===== src/rtl/uart_rx_cmd_pkg.sv =====
// Shared definitions for the host command link: command bytes, drive
// direction encodings, receiver FSM states and the command decoder.
package uart_rx_cmd_pkg;

    // ASCII command bytes accepted from the host
    localparam logic [7:0] CMD_FWD   = 8'h46;  // 'F'
    localparam logic [7:0] CMD_REV   = 8'h42;  // 'B'
    localparam logic [7:0] CMD_LEFT  = 8'h4C;  // 'L'
    localparam logic [7:0] CMD_RIGHT = 8'h52;  // 'R'
    localparam logic [7:0] CMD_STOP  = 8'h53;  // 'S'

    // Drive direction word: bit0 fwd, bit1 rev, bit2 left, bit3 right
    localparam logic [3:0] DIR_FWD   = 4'b0001;
    localparam logic [3:0] DIR_REV   = 4'b0010;
    localparam logic [3:0] DIR_LEFT  = 4'b0100;
    localparam logic [3:0] DIR_RIGHT = 4'b1000;
    localparam logic [3:0] DIR_STOP  = 4'b0000;

    typedef enum logic [2:0] {
        IDLE,
        START,
        DATA,
        STOP,
        WAIT_IDLE
    } rx_state_t;

    typedef struct packed {
        logic       legal;
        logic [3:0] dir;
    } cmd_dec_t;

    // Map a received byte onto a direction word; legal=0 for unknown bytes
    function automatic cmd_dec_t decode_cmd(input logic [7:0] value);
        cmd_dec_t dec;
        dec.legal = 1'b1;
        dec.dir   = DIR_STOP;
        case (value)
            CMD_FWD:   dec.dir = DIR_FWD;
            CMD_REV:   dec.dir = DIR_REV;
            CMD_LEFT:  dec.dir = DIR_LEFT;
            CMD_RIGHT: dec.dir = DIR_RIGHT;
            CMD_STOP:  dec.dir = DIR_STOP;
            default:   dec.legal = 1'b0;
        endcase
        return dec;
    endfunction

endpackage


===== src/rtl/uart_rx_cmd_if.sv =====
// Command-link bundle: serial line in, received byte and decoded drive
// command out. master = line/host side, slave = receiver.
interface uart_rx_cmd_if;
    logic       rxData;
    logic [7:0] rxByte;
    logic       rxValid;
    logic       frameErr;
    logic [3:0] dirControl;
    logic       cmdValid;
    logic       cmdErr;

    modport master (
        output rxData,
        input  rxByte, rxValid, frameErr, dirControl, cmdValid, cmdErr
    );

    modport slave (
        input  rxData,
        output rxByte, rxValid, frameErr, dirControl, cmdValid, cmdErr
    );
endinterface


===== src/rtl/uart_rx_core.sv =====
// 8N1 receive core: input synchronizer, bit-timing FSM and shift register.
// byte_done/shift_data expose the stop-bit decision one edge early so the
// top level can register its decode on the same edge as rx_valid.
module uart_rx_core
    import uart_rx_cmd_pkg::*;
#(
    parameter int CLKS_PER_BIT = 2604,
    parameter int SYNC_STAGES  = 2
) (
    input  logic       clk,
    input  logic       rst,
    input  logic       rx_line,
    output logic [7:0] rx_byte,
    output logic       rx_valid,
    output logic       frame_err,
    output logic       byte_done,
    output logic [7:0] shift_data
);

    localparam int CW = $clog2(CLKS_PER_BIT);
    localparam logic [CW-1:0] BIT_LAST  = CW'(CLKS_PER_BIT - 1);
    localparam logic [CW-1:0] HALF_LAST = CW'(CLKS_PER_BIT / 2 - 1);

    logic [SYNC_STAGES-1:0] sync_q;
    logic                   rxs;
    logic                   rxs_prev;

    rx_state_t     state, state_n;
    logic [CW-1:0] cnt, cnt_n;
    logic [2:0]    bit_idx, bit_n;
    logic [7:0]    shift, shift_n;
    logic          done, ferr;

    assign rxs        = sync_q[SYNC_STAGES-1];
    assign byte_done  = done;
    assign shift_data = shift;

    // Synchronizer chain and previous-sample register, idle-high on reset
    always_ff @(posedge clk) begin
        if (!rst) begin
            sync_q   <= '1;
            rxs_prev <= 1'b1;
        end else begin
            sync_q   <= {sync_q[SYNC_STAGES-2:0], rx_line};
            rxs_prev <= rxs;
        end
    end

    // Frame FSM next-state: half-bit start check, then mid-bit samples
    always_comb begin
        state_n = state;
        cnt_n   = cnt;
        bit_n   = bit_idx;
        shift_n = shift;
        done    = 1'b0;
        ferr    = 1'b0;
        case (state)
            IDLE: begin
                if (rxs_prev && !rxs) begin
                    state_n = START;
                    cnt_n   = '0;
                    bit_n   = '0;
                end
            end
            START: begin
                if (cnt == HALF_LAST) begin
                    cnt_n   = '0;
                    // still high at mid start bit: treat as a glitch
                    state_n = rxs ? IDLE : DATA;
                end else begin
                    cnt_n = cnt + 1'b1;
                end
            end
            DATA: begin
                if (cnt == BIT_LAST) begin
                    cnt_n   = '0;
                    shift_n = {rxs, shift[7:1]};
                    if (bit_idx == 3'd7) state_n = STOP;
                    else                 bit_n   = bit_idx + 1'b1;
                end else begin
                    cnt_n = cnt + 1'b1;
                end
            end
            STOP: begin
                if (cnt == BIT_LAST) begin
                    cnt_n = '0;
                    if (rxs) begin
                        done    = 1'b1;
                        state_n = IDLE;
                    end else begin
                        ferr    = 1'b1;
                        state_n = WAIT_IDLE;
                    end
                end else begin
                    cnt_n = cnt + 1'b1;
                end
            end
            WAIT_IDLE: begin
                // a held-low break must not look like a new start edge
                if (rxs) state_n = IDLE;
            end
            default: state_n = IDLE;
        endcase
    end

    // Frame FSM state, datapath and registered output pulses
    always_ff @(posedge clk) begin
        if (!rst) begin
            state     <= IDLE;
            cnt       <= '0;
            bit_idx   <= '0;
            shift     <= '0;
            rx_byte   <= 8'h00;
            rx_valid  <= 1'b0;
            frame_err <= 1'b0;
        end else begin
            state     <= state_n;
            cnt       <= cnt_n;
            bit_idx   <= bit_n;
            shift     <= shift_n;
            rx_valid  <= done;
            frame_err <= ferr;
            if (done) rx_byte <= shift;
        end
    end

endmodule


===== src/rtl/uart_rx_cmd.sv =====
// Host command receiver: 8N1 core plus ASCII drive-command decoder and
// held direction register feeding the H-bridge control.
module uart_rx_cmd
    import uart_rx_cmd_pkg::*;
#(
    parameter int CLKS_PER_BIT = 2604,
    parameter int SYNC_STAGES  = 2
) (
    input  logic          clk,
    input  logic          rst,
    uart_rx_cmd_if.slave  bus
);

    logic [7:0] rx_byte;
    logic       rx_valid;
    logic       frame_err;
    logic       byte_done;
    logic [7:0] shift_data;
    cmd_dec_t   dec;
    logic [3:0] dir;
    logic       cmd_valid;
    logic       cmd_err;

    uart_rx_core #(
        .CLKS_PER_BIT (CLKS_PER_BIT),
        .SYNC_STAGES  (SYNC_STAGES)
    ) u_core (
        .clk        (clk),
        .rst        (rst),
        .rx_line    (bus.rxData),
        .rx_byte    (rx_byte),
        .rx_valid   (rx_valid),
        .frame_err  (frame_err),
        .byte_done  (byte_done),
        .shift_data (shift_data)
    );

    assign dec = decode_cmd(shift_data);

    // Decode on the same edge that publishes the byte; reset stops motors
    always_ff @(posedge clk) begin
        if (!rst) begin
            dir       <= DIR_STOP;
            cmd_valid <= 1'b0;
            cmd_err   <= 1'b0;
        end else begin
            cmd_valid <= byte_done && dec.legal;
            cmd_err   <= byte_done && !dec.legal;
            if (byte_done && dec.legal) dir <= dec.dir;
        end
    end

    assign bus.rxByte     = rx_byte;
    assign bus.rxValid    = rx_valid;
    assign bus.frameErr   = frame_err;
    assign bus.dirControl = dir;
    assign bus.cmdValid   = cmd_valid;
    assign bus.cmdErr     = cmd_err;

endmodule


===== src/flat_wrapper.sv =====
// flat-port wrapper written by rule: the top's interface ports become plain ports
module uart_rx_cmd_flat import uart_rx_cmd_pkg::*;
#(
    parameter int CLKS_PER_BIT = 2604,
    parameter int SYNC_STAGES  = 2
)
  (clk, rst, bus_rxData, bus_rxByte, bus_rxValid, bus_frameErr, bus_dirControl, bus_cmdValid, bus_cmdErr);
  uart_rx_cmd_if bus_i ();
  input  logic clk;
  input  logic rst;
  input wire logic [$bits(bus_i.rxData)-1:0] bus_rxData;
  output wire logic [$bits(bus_i.rxByte)-1:0] bus_rxByte;
  output wire logic [$bits(bus_i.rxValid)-1:0] bus_rxValid;
  output wire logic [$bits(bus_i.frameErr)-1:0] bus_frameErr;
  output wire logic [$bits(bus_i.dirControl)-1:0] bus_dirControl;
  output wire logic [$bits(bus_i.cmdValid)-1:0] bus_cmdValid;
  output wire logic [$bits(bus_i.cmdErr)-1:0] bus_cmdErr;
  assign bus_i.rxData = bus_rxData;
  assign bus_rxByte = bus_i.rxByte;
  assign bus_rxValid = bus_i.rxValid;
  assign bus_frameErr = bus_i.frameErr;
  assign bus_dirControl = bus_i.dirControl;
  assign bus_cmdValid = bus_i.cmdValid;
  assign bus_cmdErr = bus_i.cmdErr;
  uart_rx_cmd #(.CLKS_PER_BIT(CLKS_PER_BIT), .SYNC_STAGES(SYNC_STAGES)) u_core (.clk(clk), .rst(rst), .bus(bus_i));
endmodule

===== config.mk =====
export PLATFORM = sky130hd
export DESIGN_NAME = uart_rx_cmd_flat
export DESIGN_NICKNAME = d
export VERILOG_FILES = /design/src/rtl/uart_rx_cmd_pkg.sv /design/src/rtl/uart_rx_cmd_if.sv /design/src/rtl/uart_rx_core.sv /design/src/rtl/uart_rx_cmd.sv /design/src/flat_wrapper.sv
export SDC_FILE = /design/constraint.sdc
export NUM_CORES = 1
export LEC_CHECK = 0
export CAP_MARGIN = 0
export CELL_PAD_IN_SITES_DETAIL_PLACEMENT = 1
export CELL_PAD_IN_SITES_GLOBAL_PLACEMENT = 2
export CORE_MARGIN = 2
export CORE_UTILIZATION = 36
export CTS_CLUSTER_SIZE = 20
export DETAILED_ROUTE_END_ITERATION = 8
export GPL_TIMING_DRIVEN = 0
export PLACE_DENSITY_LB_ADDON = 0.1
export SLEW_MARGIN = 10
export SYNTH_ARGS = -nofsm -noshare
export SYNTH_HDL_FRONTEND = slang
export SYNTH_SLANG_ARGS = --single-unit

===== constraint.sdc =====
create_clock -name clk -period 3.2 [get_ports clk]
set_input_delay 0.64 -clock clk [delete_from_list [all_inputs] [get_ports clk]]
set_output_delay 0.64 -clock clk [all_outputs]
set_load 0.01 [all_outputs]

Yosys cells after proc, flatten, opt, wreduce, memory -nomap -nowiden
Cells that the tools add are included.

Eq/ne operators: 19. Reduce and logical (&&, ||, !) cells: 15. Mux-type cells: 23. Add/subtract/negate cells: 2.

Operators with widths (number): 8-bit by 7-bit equality test with 1-bit output, second input constant (5); 12-bit 2-to-1 mux (3); 12-bit one-hot mux with 3 select lines (1); 3-bit 2-to-1 mux (10); 4-bit one-hot mux with 4 select lines (1); 3-bit one-hot mux with 5 select lines (1); 2-bit != test, second input constant (7); 12-bit by 1-bit adder with 12-bit output, second input constant (1); 12-bit by 11-bit equality test with 1-bit output, second input constant (1); 12-bit equality test, second input constant (1); 3-bit by 2-bit equality test with 1-bit output, second input constant (2); 3-bit equality test, second input constant (2); 3-bit one-hot mux with 2 select lines (1); 6-bit AND reduction (1); 1-bit 2-to-1 mux (5); 5-bit OR reduction (1); 2-bit AND reduction (2); 4-bit AND reduction (1); 3-bit by 1-bit adder with 3-bit output, second input constant (1); 3-bit by 1-bit equality test with 1-bit output, second input constant (1); 1-bit logical AND (3); 3-bit logical NOT (1); 3-bit AND reduction (1); 3-bit nonzero test (1); other kinds (4) (5).

Output and inout bits: 16. Word-level logic and storage cells: 71. Bits of input ports: 3. Flip-flop bits (word level): 45.

Longest topological paths before layout
Depth in word-level cells: 5. Gate-level depth with buffers: 8. Depth with buffers taken out: 7.

Modules after synthesis
A second synthesis with hierarchy kept.

Cells, all modules: 234. Area, all modules: 2169.6 um^2.

By module, submodules not included: uart_rx_core (cells an instance 196, area an instance 1816.7 um^2, sequential area each 780.7 um^2, times used 1); uart_rx_cmd (cells an instance 38, area an instance 352.8 um^2, sequential area each 120.1 um^2, times used 1).

Worst setup path before layout
OpenSTA, ideal clock, no wires.

Kind: flip-flop to flip-flop. Start point: register u_core.u_core.cnt[0]. End point: register u_core.u_core.cnt[10]. Path buffers: 1. Period minus slack after synthesis: 1.881 ns. Stages on the path, launching flop included: 7. Data arrival time: 1.759 ns. Required time: 3.078 ns. Setup slack: 1.319 ns. Setup time: 0.122 ns. Cells stage by stage: dfxtp_1 ha_1 or4b_4 o31ai_4 o21ai_2 buf_6 a221o_1.

Longest elaborated chain between the ends: 3. Elaborated cells on any way between the ends: 6. Classes of those cells: 1 x add/sub; 2 x eq/ne; 3 x mux.

RTL lines: from (decl) (line uart_rx_core.sv:29) `logic [CW-1:0] cnt, cnt_n;`; from (signal assigned) (line uart_rx_core.sv:118) `cnt <= cnt_n;`; 12-bit by 1-bit adder with 12-bit output (tied with other cells) (line uart_rx_core.sv:71, uart_rx_core.sv:81, uart_rx_core.sv:95); 12-bit 2-to-1 mux (on tied branches) (line uart_rx_core.sv:75, uart_rx_core.sv:85, uart_rx_core.sv:66); 12-bit one-hot mux with 3 select lines (*) (line uart_rx_core.sv:57) `case (state)`.

Mark *: on every way between the ends. The rest lies on a longest branch, timed or not. A chain may end at the register's enable or synchronous reset.

Final worst setup path
Start point: register u_core.u_core.cnt[0]. End point: register u_core.u_core.rx_byte[4].

Longest elaborated chain between the ends: 3.

RTL lines: 12-bit equality test (line uart_rx_core.sv:85) `if (cnt == BIT_LAST) begin`; 1-bit 2-to-1 mux (line uart_rx_core.sv:85); 1-bit 2-to-1 mux (line uart_rx_core.sv:57); to (signal assigned) (line uart_rx_core.sv:123) `if (done) rx_byte <= shift;`; to (decl) (line uart_rx_core.sv:13) `output logic [7:0] rx_byte,`.

Every way passes these cells.

==> impl_metrics.toml <==
[outcome]
status = "completed"

[global_routing]
grt_pass1_vias = 1956
grt-ovfl-total = 0
antenna_found_initial = 0
track_usage_pct = 19.1
grt_pass1_wl_um = 9680
grt_max_degree = 15

[logic_synthesis]
muxShareOfSynthArea_pct = 2.37
syn_avg_cell_area_um2 = 8.22
syn_inst = 257
synth_simple_gate_area_share_pct = 31.7
ys.flop_type = "dfxtp_1"
ys_ff_latch = 45
synth-adder-area-share_pct = 2.37
synthXorXnorAreaFrac_pct = 0.415
synth-compound-area-share_pct = 16.7
ys_types = 46
synth_nets = 264
synth_edf_count = 0
synth_area_um2 = 2110
async_flop_share_pct = 0
synth_top_family_by_area = "simple AND/OR/NAND/NOR gates"
yosys_warnings = 0
ys_seq_area_share_pct = 42.7

[worst_hold_path]
min_path_cells = 1
hp-start = "u_core.u_core.sync_q[0]$_SDFF_PN1_"
hold_path.class = "register to register"
min_to = "u_core.u_core.sync_q[1]$_SDFF_PN1_"

[critical_path]
cp.arrival_ns = 2.53
worstSetupStartpointType = "register"
critPathKind = "register to register"
worstPathRequired_ns = 3.42
worst-path-max-fanout = 10
r2r_slack_ns = 0.89
timing.rr.start = "u_core.u_core.cnt[0]$_SDFFE_PN0P_"
r2r_cells = 6
cp-end-kind = "register"
reg2reg_to = "u_core.u_core.rx_byte[4]$_SDFFE_PN0P_"

[clocking]
postCtsSetupBuffers = 0
ctsResizeCount = 0
cts_max_path_buffers = 2
cts_num_sinks = 45
clk_pin_slew_ns = 0.09
cts_max_level = 2
cts-root-buf = "clkbuf_8"
hold_buffers = 0
clock_latency_ns = 0.30
tritoncts = "done"
numCtsBuffers = 5

[route]
routed_wirelength_um = 5630
drtIter0Drc = 62
via_per_inst = 5.39
dr_total_vias = 1915
routedWlPerCell_um = 15.8
drtAntennaViolNets = 0
firstDrtPassIters = 4
post-route-drc-count = 0

[timing]
setup_viol_count_final = 0
period_minus_slack_ns = 2.31
layout_setup_ws_ns = 0.891
relSlewSlack_pct = 45.6
fin_crit_sh_pct = 72.2
finalHoldViolCount = 0
tns_ns = 0
rsz0062_at_grt = "false"
drv_slew = 0
fmax_mhz = 433
skew_ns = 0.0115
worst_pin_slew_ns = 0.813

[power]
leakagePower_uw = 0.000818
seq_power_share_pct = 52.4
clkPwrFrac_pct = 42.5
switchingPower_uw = 244
report.power.total_uw = 1080
vdd_drop_max_v = 0.000233
intPower_uw = 836
power_frac_comb_pct = 5.1
p_per_area_nw_per_um2 = 431
power_switching_share_pct = 22.6

[floorplanning]
die_y_um = 80.6
initial_core_util_pct = 37.9
fp.dieW_um = 80.6
core_area_um2 = 5570
dieArea_um2 = 6500
ios = 19
rows = 27

[placed_design]
dpl.hpwl_um = 4120
dpl_worst_slack_ns = 0.671
gp_congestion = 0.812
port-buffer-count = 18
dp.cells = 347

[final_layout]
areaGrowthSynthToFinish_pct = 18.5
final_nets = 289
final_core_util_pct = 44.9
final.fill_count = 688
diodes = 0
layout-drive-gt1-share_pct = 6.01
mostFrequentLayoutCell = "nand2_1"
final_cell_mix = "46 x nand2_1, 45 x dfxtp_1, 25 x a21oi_1"
stdcell_count = 355

[job]
max_cap_viol_count = 0
critical path: stages, from the launching register on:
cell	delay, ns
dfxtp_1	0.41
ha_1	0.26
nor4bb_1	0.30
nand4_1	0.26
nor2_1	0.71
nand2_1	0.12
a21oi_1	0.18
Yosys cell counts (2+ instances only):
cell	count	area, um2
and2_1	2	12.5
a21oi_1	25	125
dfxtp_1	45	901
inv_1	8	30.0
and3_1	3	18.8
or4_1	4	30.0
nand3_1	20	100
nor4bb_1	2	20.0
nor3b_1	4	30.0
nand2_1	46	173
ha_1	4	50.1
a31oi_1	6	37.5
nor2_1	16	60.1
nor2b_1	6	37.5
o21ai_0	9	45.0
nand3b_1	2	15.0
clkbuf_1	9	33.8
nand2b_1	6	37.5
nand4_1	7	43.8
and4bb_2	2	25.0
mux2i_1	5	50.1
o311ai_0	2	17.5
power by group through the flow:
stage | logic, uW | clock network [uW] | registers (uW)
floorplan | 37.9 | 0 | 578
CTS | 55.2 | 472 | 566
global route | 61.2 | 493 | 567
finish | 55.0 | 458 | 566
global placement | 54.4 | 0 | 579
detailed placement | 54.8 | 0 | 579
state kept, by name, indices dropped and copies added (netlist names):
register                  flops
u_core.bus.cmdErr             1
u_core.bus.cmdValid           1
u_core.bus.dirControl         4
u_core.u_core.bit_idx         3
u_core.u_core.cnt            12
u_core.u_core.frame_err       1
u_core.u_core.rx_byte         8
u_core.u_core.rx_valid        1
u_core.u_core.rxs_prev        1
u_core.u_core.shift_data      8
u_core.u_core.state           3
u_core.u_core.sync_q          2
worst max-delay path by stage:
stage | start | end | cells after the start | slack, ns
final | u_core.u_core.cnt[0]$_SDFFE_PN0P_ | u_core.u_core.rx_byte[4]$_SDFFE_PN0P_ | 6 | 0.89
after global routing | u_core.u_core.cnt[0]$_SDFFE_PN0P_ | u_core.u_core.rx_byte[7]$_SDFFE_PN0P_ | 6 | 0.58
after detailed placement | rst | u_core.u_core.cnt[7]$_SDFFE_PN0P_ | 7 | 0.67
after floorplan | u_core.u_core.cnt[0]$_SDFFE_PN0P_ | u_core.u_core.cnt[10]$_SDFFE_PN0P_ | 6 | 1.32
after global placement | rst | u_core.u_core.cnt[7]$_SDFFE_PN0P_ | 7 | 0.69
after CTS | u_core.u_core.cnt[0]$_SDFFE_PN0P_ | u_core.u_core.rx_byte[4]$_SDFFE_PN0P_ | 6 | 0.89
per-stage QoR:
| step | cell area (um2) | hold WS (ns) |
|---|---|---|
| global route | 2500 | 0.461 |
| floorplan | 2110 | 0.386 |
| CTS | 2500 | 0.421 |
| global placement | 2380 | 0.388 |
| detailed placement | 2380 | 0.406 |
| finish | 2500 | 0.420 |
logic make-up after synthesis:
family / Yosys count
XOR/XNOR: 1
adder cells (fa/ha/maj): 4
multiplexers: 5
flip-flops: 45
AO/OA/AOI/OAI: 56
buffers and inverters: 19
AND/OR/NAND/NOR: 127
layer usage:
metal | vias up | routed length (um) | GRT usage [%] | part of all wire (%)
li1 | 967 | - | - | -
met1 | 923 | 3030 | 27.3 | 54
met2 | 21 | 2460 | 30.3 | 44
met3 | 4 | 95 | 3.37 | 1.7
met4 | 0 | 35 | 3.56 | 0.62
met5 | - | 0 | 0 | 0
area by class of cell:
class                           count  area, um2  share of cell area [%]
Multi-Input combinational cell    193       1130                    45.2
Clock buffer                        6       82.6                    3.30
Sequential cell                    45        901                    36.0
Inverter                            8       30.0                    1.20
Tap cell                           72       90.1                    3.60
Buffer                             11       50.0                    2.00
Timing Repair Buffer               18        180                    7.20
Clock inverter                      2       37.5                    1.50
Power figures use the tool's default switching activity.
